### src/rtl/edge_adder_pkg.sv
// Shared definitions for the edge adder controller: command encodings, FSM states
// and the legal-command check used when an op is popped.
package edge_adder_pkg;

  localparam logic [2:0] CMD_ADD   = 3'b010;
  localparam logic [2:0] CMD_VN_L  = 3'b011;
  localparam logic [2:0] CMD_VN_R  = 3'b100;
  localparam logic [2:0] CMD_VN_LR = 3'b101;

  typedef enum logic [2:0] {
    ST_IDLE,
    ST_SETUP,
    ST_HOLD,
    ST_WAIT,
    ST_CAPT
  } state_e;

  function automatic logic is_legal_cmd(input logic [2:0] cmd);
    return (cmd == CMD_ADD) || (cmd == CMD_VN_L) || (cmd == CMD_VN_R) || (cmd == CMD_VN_LR);
  endfunction

endpackage

### src/rtl/sync_fifo.sv
// Single-clock FIFO with wrap-bit pointers; exposes the head entry and occupancy.
// Storage is cleared on reset so the head reads as zero while empty after reset.
module sync_fifo #(
  parameter int W     = 8,
  parameter int DEPTH = 4
) (
  input  logic                     clk_i,
  input  logic                     rst_ni,
  input  logic                     push_i,
  input  logic                     pop_i,
  input  logic [W-1:0]             wdata_i,
  output logic [W-1:0]             rdata_o,
  output logic [$clog2(DEPTH):0]   count_o
);
  localparam int AW = $clog2(DEPTH);

  logic [W-1:0] mem_q [DEPTH];
  logic [AW:0]  wrPtr_q;
  logic [AW:0]  rdPtr_q;
  logic         empty;
  logic         full;

  assign empty   = (wrPtr_q == rdPtr_q);
  assign full    = (wrPtr_q[AW] != rdPtr_q[AW]) && (wrPtr_q[AW-1:0] == rdPtr_q[AW-1:0]);
  assign count_o = wrPtr_q - rdPtr_q;
  assign rdata_o = mem_q[rdPtr_q[AW-1:0]];

  always_ff @(posedge clk_i or negedge rst_ni) begin
    if (!rst_ni) begin
      wrPtr_q <= '0;
      rdPtr_q <= '0;
      for (int i = 0; i < DEPTH; i++) mem_q[i] <= '0;
    end else begin
      if (push_i && !full) begin
        mem_q[wrPtr_q[AW-1:0]] <= wdata_i;
        wrPtr_q                <= wrPtr_q + 1'b1;
      end
      if (pop_i && !empty) rdPtr_q <= rdPtr_q + 1'b1;
    end
  end

endmodule

### src/rtl/edge_adder_ctrl.sv
// Sequencer driving one edge adder switch: op FIFO -> SETUP/HOLD/WAIT/CAPT -> result FIFO.
// Define EDGE_ADDER_CTRL_PERF_EN to add saturating perf_ops/perf_stall/perf_err counters.
module edge_adder_ctrl
  import edge_adder_pkg::*;
#(
  parameter int DATA_TYPE = 32,
  parameter int NUM_IN    = 4,
  parameter int SEL_IN    = 2,
  parameter int ADD_LAT   = 1,
  parameter int DEPTH     = 4
) (
  input  logic                        clk_i,
  input  logic                        rst_ni,
  input  logic                        op_valid_i,
  output logic                        op_ready_o,
  input  logic [DATA_TYPE*NUM_IN-1:0] op_data_i,
  input  logic [2:0]                  op_cmd_i,
  input  logic [SEL_IN-1:0]           op_sel_i,
  output logic                        sw_valid_o,
  output logic [DATA_TYPE*NUM_IN-1:0] sw_data_bus_o,
  output logic                        sw_add_en_o,
  output logic [2:0]                  sw_cmd_o,
  output logic [SEL_IN-1:0]           sw_sel_o,
  input  logic [DATA_TYPE-1:0]        sw_adder_i,
  input  logic [2*DATA_TYPE-1:0]      sw_vn_i,
  input  logic [1:0]                  sw_vn_valid_i,
  output logic                        res_valid_o,
  input  logic                        res_ready_i,
  output logic [DATA_TYPE-1:0]        res_sum_o,
  output logic [2*DATA_TYPE-1:0]      res_vn_o,
  output logic [1:0]                  res_vn_valid_o,
  output logic                        err_cmd_o
`ifdef EDGE_ADDER_CTRL_PERF_EN
  ,
  output logic [31:0]                 perf_ops_o,
  output logic [31:0]                 perf_stall_o,
  output logic [15:0]                 perf_err_o
`endif
);
  localparam int DW   = DATA_TYPE * NUM_IN;
  localparam int OpW  = DW + 3 + SEL_IN;
  localparam int ResW = 3 * DATA_TYPE + 2;
  localparam int CW   = $clog2(DEPTH) + 1;
  localparam int CntW = (ADD_LAT > 1) ? $clog2(ADD_LAT) : 1;
  localparam logic [CW-1:0]   DepthC  = CW'(DEPTH);
  localparam logic [CW:0]     DepthV  = (CW + 1)'(DEPTH);
  localparam logic [CntW-1:0] LastCnt = CntW'(ADD_LAT - 1);

  state_e state_q, state_d;
  logic [CntW-1:0]   cnt_q, cnt_d;
  logic              swValid_q, swValid_d;
  logic              swAddEn_q, swAddEn_d;
  logic [DW-1:0]     swData_q, swData_d;
  logic [2:0]        swCmd_q, swCmd_d;
  logic [SEL_IN-1:0] swSel_q, swSel_d;
  logic              errCmd_q;

  logic [OpW-1:0]    opRdata;
  logic [ResW-1:0]   resRdata;
  logic [CW-1:0]     opCount, resCount;
  logic [CW:0]       resUsed;
  logic [DW-1:0]     headData;
  logic [2:0]        headCmd;
  logic [SEL_IN-1:0] headSel;
  logic opPush, opPop, opEmpty, resPush, resPop, inflight, slotFree, canIssue, loadOp, errSet;

  assign op_ready_o = rst_ni && (opCount != DepthC);
  assign opPush     = op_valid_i && op_ready_o;
  assign opEmpty    = (opCount == '0);
  assign {headData, headCmd, headSel} = opRdata;

  sync_fifo #(.W(OpW), .DEPTH(DEPTH)) u_op_fifo (
    .clk_i   (clk_i),
    .rst_ni  (rst_ni),
    .push_i  (opPush),
    .pop_i   (opPop),
    .wdata_i ({op_data_i, op_cmd_i, op_sel_i}),
    .rdata_o (opRdata),
    .count_o (opCount)
  );

  sync_fifo #(.W(ResW), .DEPTH(DEPTH)) u_res_fifo (
    .clk_i   (clk_i),
    .rst_ni  (rst_ni),
    .push_i  (resPush),
    .pop_i   (resPop),
    .wdata_i ({sw_adder_i, sw_vn_i, sw_vn_valid_i}),
    .rdata_o (resRdata),
    .count_o (resCount)
  );

  assign res_valid_o = (resCount != '0);
  assign resPop      = res_valid_o && res_ready_i;
  assign {res_sum_o, res_vn_o, res_vn_valid_o} = resRdata;

  // The op in flight owns one result slot from issue until its capture lands.
  assign inflight = (state_q != ST_IDLE);
  assign resUsed  = {1'b0, resCount} + {{CW{1'b0}}, inflight};
  assign slotFree = (resUsed < DepthV) || resPop;
  assign canIssue = !opEmpty && slotFree;

  always_comb begin
    state_d   = state_q;
    cnt_d     = cnt_q;
    swValid_d = swValid_q;
    swAddEn_d = swAddEn_q;
    swData_d  = swData_q;
    swCmd_d   = swCmd_q;
    swSel_d   = swSel_q;
    opPop     = 1'b0;
    resPush   = 1'b0;
    loadOp    = 1'b0;
    errSet    = 1'b0;
    case (state_q)
      ST_IDLE: begin
        swValid_d = 1'b0;
        swAddEn_d = 1'b0;
        if (canIssue) begin
          opPop = 1'b1;
          if (is_legal_cmd(headCmd)) loadOp = 1'b1;
          else                       errSet = 1'b1;
        end
      end
      ST_SETUP: begin
        swValid_d = 1'b0;
        state_d   = ST_HOLD;
      end
      ST_HOLD: begin
        cnt_d   = '0;
        state_d = (swCmd_q == CMD_ADD) ? ST_WAIT : ST_CAPT;
      end
      ST_WAIT: begin
        if (cnt_q == LastCnt) state_d = ST_CAPT;
        else                  cnt_d   = cnt_q + 1'b1;
      end
      ST_CAPT: begin
        resPush = 1'b1;
        // Illegal heads are left for IDLE so the error path lives in one place.
        if (canIssue && is_legal_cmd(headCmd)) begin
          opPop  = 1'b1;
          loadOp = 1'b1;
        end else begin
          state_d   = ST_IDLE;
          swValid_d = 1'b0;
          swAddEn_d = 1'b0;
        end
      end
      default: state_d = ST_IDLE;
    endcase
    if (loadOp) begin
      state_d   = ST_SETUP;
      swValid_d = 1'b1;
      swAddEn_d = (headCmd == CMD_ADD);
      swData_d  = headData;
      swCmd_d   = headCmd;
      swSel_d   = headSel;
    end
  end

  always_ff @(posedge clk_i or negedge rst_ni) begin
    if (!rst_ni) begin
      state_q   <= ST_IDLE;
      cnt_q     <= '0;
      swValid_q <= 1'b0;
      swAddEn_q <= 1'b0;
      swData_q  <= '0;
      swCmd_q   <= '0;
      swSel_q   <= '0;
      errCmd_q  <= 1'b0;
    end else begin
      state_q   <= state_d;
      cnt_q     <= cnt_d;
      swValid_q <= swValid_d;
      swAddEn_q <= swAddEn_d;
      swData_q  <= swData_d;
      swCmd_q   <= swCmd_d;
      swSel_q   <= swSel_d;
      errCmd_q  <= errCmd_q | errSet;
    end
  end

  assign sw_valid_o    = swValid_q;
  assign sw_add_en_o   = swAddEn_q;
  assign sw_data_bus_o = swData_q;
  assign sw_cmd_o      = swCmd_q;
  assign sw_sel_o      = swSel_q;
  assign err_cmd_o     = errCmd_q;

`ifdef EDGE_ADDER_CTRL_PERF_EN
  logic [31:0] perfOps_q, perfStall_q;
  logic [15:0] perfErr_q;

  always_ff @(posedge clk_i or negedge rst_ni) begin
    if (!rst_ni) begin
      perfOps_q   <= '0;
      perfStall_q <= '0;
      perfErr_q   <= '0;
    end else begin
      if (resPush && (perfOps_q != '1)) perfOps_q <= perfOps_q + 1'b1;
      if ((state_q == ST_IDLE) && !opEmpty && !slotFree && (perfStall_q != '1))
        perfStall_q <= perfStall_q + 1'b1;
      if (errSet && (perfErr_q != '1)) perfErr_q <= perfErr_q + 1'b1;
    end
  end

  assign perf_ops_o   = perfOps_q;
  assign perf_stall_o = perfStall_q;
  assign perf_err_o   = perfErr_q;
`endif

endmodule

### config.mk
export PLATFORM = sky130hd
export DESIGN_NAME = edge_adder_ctrl
export DESIGN_NICKNAME = d
export VERILOG_FILES = /design/src/rtl/edge_adder_pkg.sv /design/src/rtl/sync_fifo.sv /design/src/rtl/edge_adder_ctrl.sv
export SDC_FILE = /design/constraint.sdc
export NUM_CORES = 1
export LEC_CHECK = 0
export ABC_CLOCK_PERIOD_IN_PS = 3950
export CORE_MARGIN = 10
export CORE_UTILIZATION = 50
export DETAILED_ROUTE_END_ITERATION = 16
export DONT_BUFFER_PORTS = 1
export RECOVER_POWER = 100
export SYNTH_ARGS = -nofsm -noshare
export SYNTH_HDL_FRONTEND = slang
export SYNTH_SLANG_ARGS = --single-unit
### constraint.sdc
create_clock -name clk_i -period 3.95 [get_ports clk_i]
set_input_delay 0.395 -clock clk_i [delete_from_list [all_inputs] [get_ports clk_i]]
set_output_delay 0.395 -clock clk_i [all_outputs]
set_load 0.05 [all_outputs]
==> results.sh <==
export IMPL_status="finished with violations"
export IMPL_violations="capacitance limit, slew limit"
export IMPL_synth_seq_area_share=0.5926
export IMPL_route_detailed_drc=0
export IMPL_reg2reg_depth=5
export IMPL_fp_row_count=110
export IMPL_num_io_pins=471
export IMPL_post_route_period_util=0.9133
export IMPL_via_per_inst=5.822
export IMPL_clock_tree_root_cell="clkbuf_16"
export IMPL_clk_path_buf_depth=3
export IMPL_startpoint="state_q[2]"
export IMPL_num_vias=24070
export IMPL_die_h_um=321.3
export IMPL_initial_core_util=0.5043
export IMPL_dp_hpwl_um=66500
export IMPL_final_cell_mix="dfrtp_1 (1,072), mux2_2 (1,000), dlygate4sd3_1 (234), mux4_2 (231), clkbuf_16 (118)"
export IMPL_tritoncts="done"
export IMPL_cts_htree_levels=3
export IMPL_die_w_um=321.3
export IMPL_synth_cell_type_count=43
export IMPL_setup_tns_ns=0
export IMPL_end_kind="register"
export IMPL_ant_nets=0
export IMPL_cts_clk_slew_worst_paths_ns=0.06
export IMPL_synth_area_um2=45390
export IMPL_grt_overflow=0
export IMPL_final_common_cell="dfrtp_1"
export IMPL_synth_top_area_cell="dfrtp_1"
export IMPL_synth_nets=2867
export IMPL_fin_nets=3104
export IMPL_whs_path_depth=3
export IMPL_grt_pass1_wl_um=164400
export IMPL_worstSetupPathType="register to register"
export IMPL_rr_startpoint="state_q[2]"
export IMPL_hold_viol_final=0
export IMPL_grt_total_usage=0.2067
export IMPL_synth_edff_count=0
export IMPL_coreArea_um2=90010
export IMPL_clock_latency_ns=0.68
export IMPL_multi_input_comb_area_um2=17790
export IMPL_fin_crit_ns=3.608
export IMPL_netlist_instances=2617
export IMPL_power_uw=54220
export IMPL_synth_main_ff_cell="dfrtp_1"
export IMPL_drt_iter0_markers=1323
export IMPL_grt_antenna_before_repair=23
export IMPL_start_kind="register"
export IMPL_arrival_ns=4.16
export IMPL_crit_fanout=59
export IMPL_peakVddDrop_mv=0.8937
export IMPL_reg2reg_to="u_res_fifo.mem_q[341]"
export IMPL_async_flop_share=1.000
export IMPL_wl_per_cell_um=26.10
export IMPL_dr_pass1_iters=5
export IMPL_rsz0062_at_grt="false"
export IMPL_worstPathRequired_ns=4.50
export IMPL_max_freq_mhz=277.2
export IMPL_port_buffers=0
export IMPL_max_slew_margin=-0.8195
export IMPL_critPathCapture="u_res_fifo.mem_q[341]"
export IMPL_rrSetupSlack_ns=0.34
export IMPL_cts_num_sinks=1075
export IMPL_synth_top_area_frac=0.5926
export IMPL_tightest_slew_ns=2.729
export IMPL_grt_pass1_vias=26840
export IMPL_finClkSkew_ns=0.01829
export IMPL_hp_class="input port to register"
export IMPL_regArea_um2=26910
export IMPL_nFillCells=6793
export IMPL_p_leak_uw=0.02242
export IMPL_drv_slew=855
export IMPL_grt_start_max_net_pins=1082
export IMPL_place_congestion=0.7518
export IMPL_yosysWarningCount=0
export IMPL_maxCapViolations=7
export IMPL_cts_buffers=113
export IMPL_syn_area_per_cell_um2=17.35
export IMPL_p_per_area_nw_per_um2=1024
export IMPL_setup_viol=0
export IMPL_wl_um=107900
export IMPL_design_die_area_um2=103200
export IMPL_ctsResizeCount=0
export IMPL_synth_seq_cells=1075
export IMPL_syn_to_final_growth_pct=16.59
export IMPL_yosys_top_cells_area="dfrtp_1 (59%), mux2_2 (25%), mux4_2 (11%), mux2_1 (1.5%), clkbuf_1 (0.88%)"
export IMPL_drive_above_1_share=0.4969
[Yosys cell counts, drive strengths merged, types with 2 or more instances]
library cell	n
a2111oi	2
a211oi	2
a21oi	3
buf	58
clkbuf	107
dfrtp	1075
ha	14
inv	10
mux2	1059
mux2i	2
mux4	231
nand2	8
nand4	4
nor2	3
o211ai	2
o21ai	3
xnor2	8
xor2	6
[cell families after synthesis]
| kind of cell | after synthesis | share of synthesized area |
|---|---|---|
| adder cells (fa/ha/maj) | 15 | 0.004300 |
| buffers and inverters | 175 | 0.01538 |
| AND/OR/NAND/NOR | 24 | 0.002894 |
| flip-flops | 1075 | 0.5926 |
| AO/OA/AOI/OAI | 21 | 0.003886 |
| multiplexers | 1292 | 0.3777 |
| XOR/XNOR | 15 | 0.003197 |
[worst min path at each step]
stage / from / end / slack (ns)
after floorplan: rst_ni / err_cmd_o / 0.1
after global placement: rst_ni / u_res_fifo.mem_q[316] / 0.13
after detailed placement: rst_ni / u_res_fifo.mem_q[22] / 0.14
after CTS: rst_ni / u_res_fifo.mem_q[22] / -0.62
after global routing: res_ready_i / err_cmd_o / 0.10
final: res_ready_i / err_cmd_o / 0.1
[worst max-delay path: stages, from the launching register on]
cell	delay, ns
dfrtp_1	0.51
or3b_2	0.49
a31oi_1	0.70
nand2_2	0.69
buf_4	0.64
mux2_2	0.41
[through the flow]
| stage | hold slack, ns | area [um^2] | setup slack [ns] | cells | utilization |
|---|---|---|---|---|---|
| finish | 0.09958 | 52930 | 0.3424 | 4134 | 0.5880 |
| global placement | 0.1326 | 46840 | 0.5809 | 3670 | 0.5204 |
| global route | 0.1019 | 52920 | 0.1265 | 4131 | 0.5879 |
| detailed placement | 0.1366 | 46840 | 0.5369 | 3670 | 0.5204 |
| CTS | -0.6212 | 53020 | 0.2249 | 4110 | 0.5890 |
| floorplan | 0.09941 | 45390 | 0.5780 | 2617 | - |
[final cells by class]
cell class,instances,area share
Timing Repair Buffer,287,0.05376
Clock buffer,175,0.06532
Inverter,10,0.0007092
Clock inverter,32,0.007305
Antenna cell,12,0.0005674
Multi-Input combinational cell,1367,0.3361
Tap cell,1176,0.02780
Sequential cell,1075,0.5085
[power by group]
group          switching (uW)  total, uW  leakage, uW  internal (uW)
logic                   10800      21100      0.00770          10300
registers                5620      22300       0.0128          16700
clock network            4290      10800      0.00190           6510
[repair_timing]
action,in CTS,in global routing
buffers inserted,0,1
endpoints found under the setup margin,0,55
hold endpoints to repair,2003,299
hold buffers,233,6
[routing by layer]
metal	vias up	track usage	part of all wire
met5	-	0	0.0010
met4	18	0.06369	0.027
met3	171	0.06562	0.070
met2	521	0.3501	0.50
met1	13080	0.2506	0.40
li1	10280	-	-
[sequential cells by signal (all words and copies together) (netlist names)]
name and flops:
u_res_fifo.rdPtr_q 3, u_op_fifo.wrPtr_q 3, sw_cmd_o 3, sw_sel_o 2
sw_data_bus_o 128, u_op_fifo.rdPtr_q 3, state_q 3, u_res_fifo.mem_q 392
u_op_fifo.mem_q 532, err_cmd_o 1, u_res_fifo.wrPtr_q 3, sw_valid_o 1
sw_add_en_o 1
No activity file was read; power rests on OpenSTA's default activity.
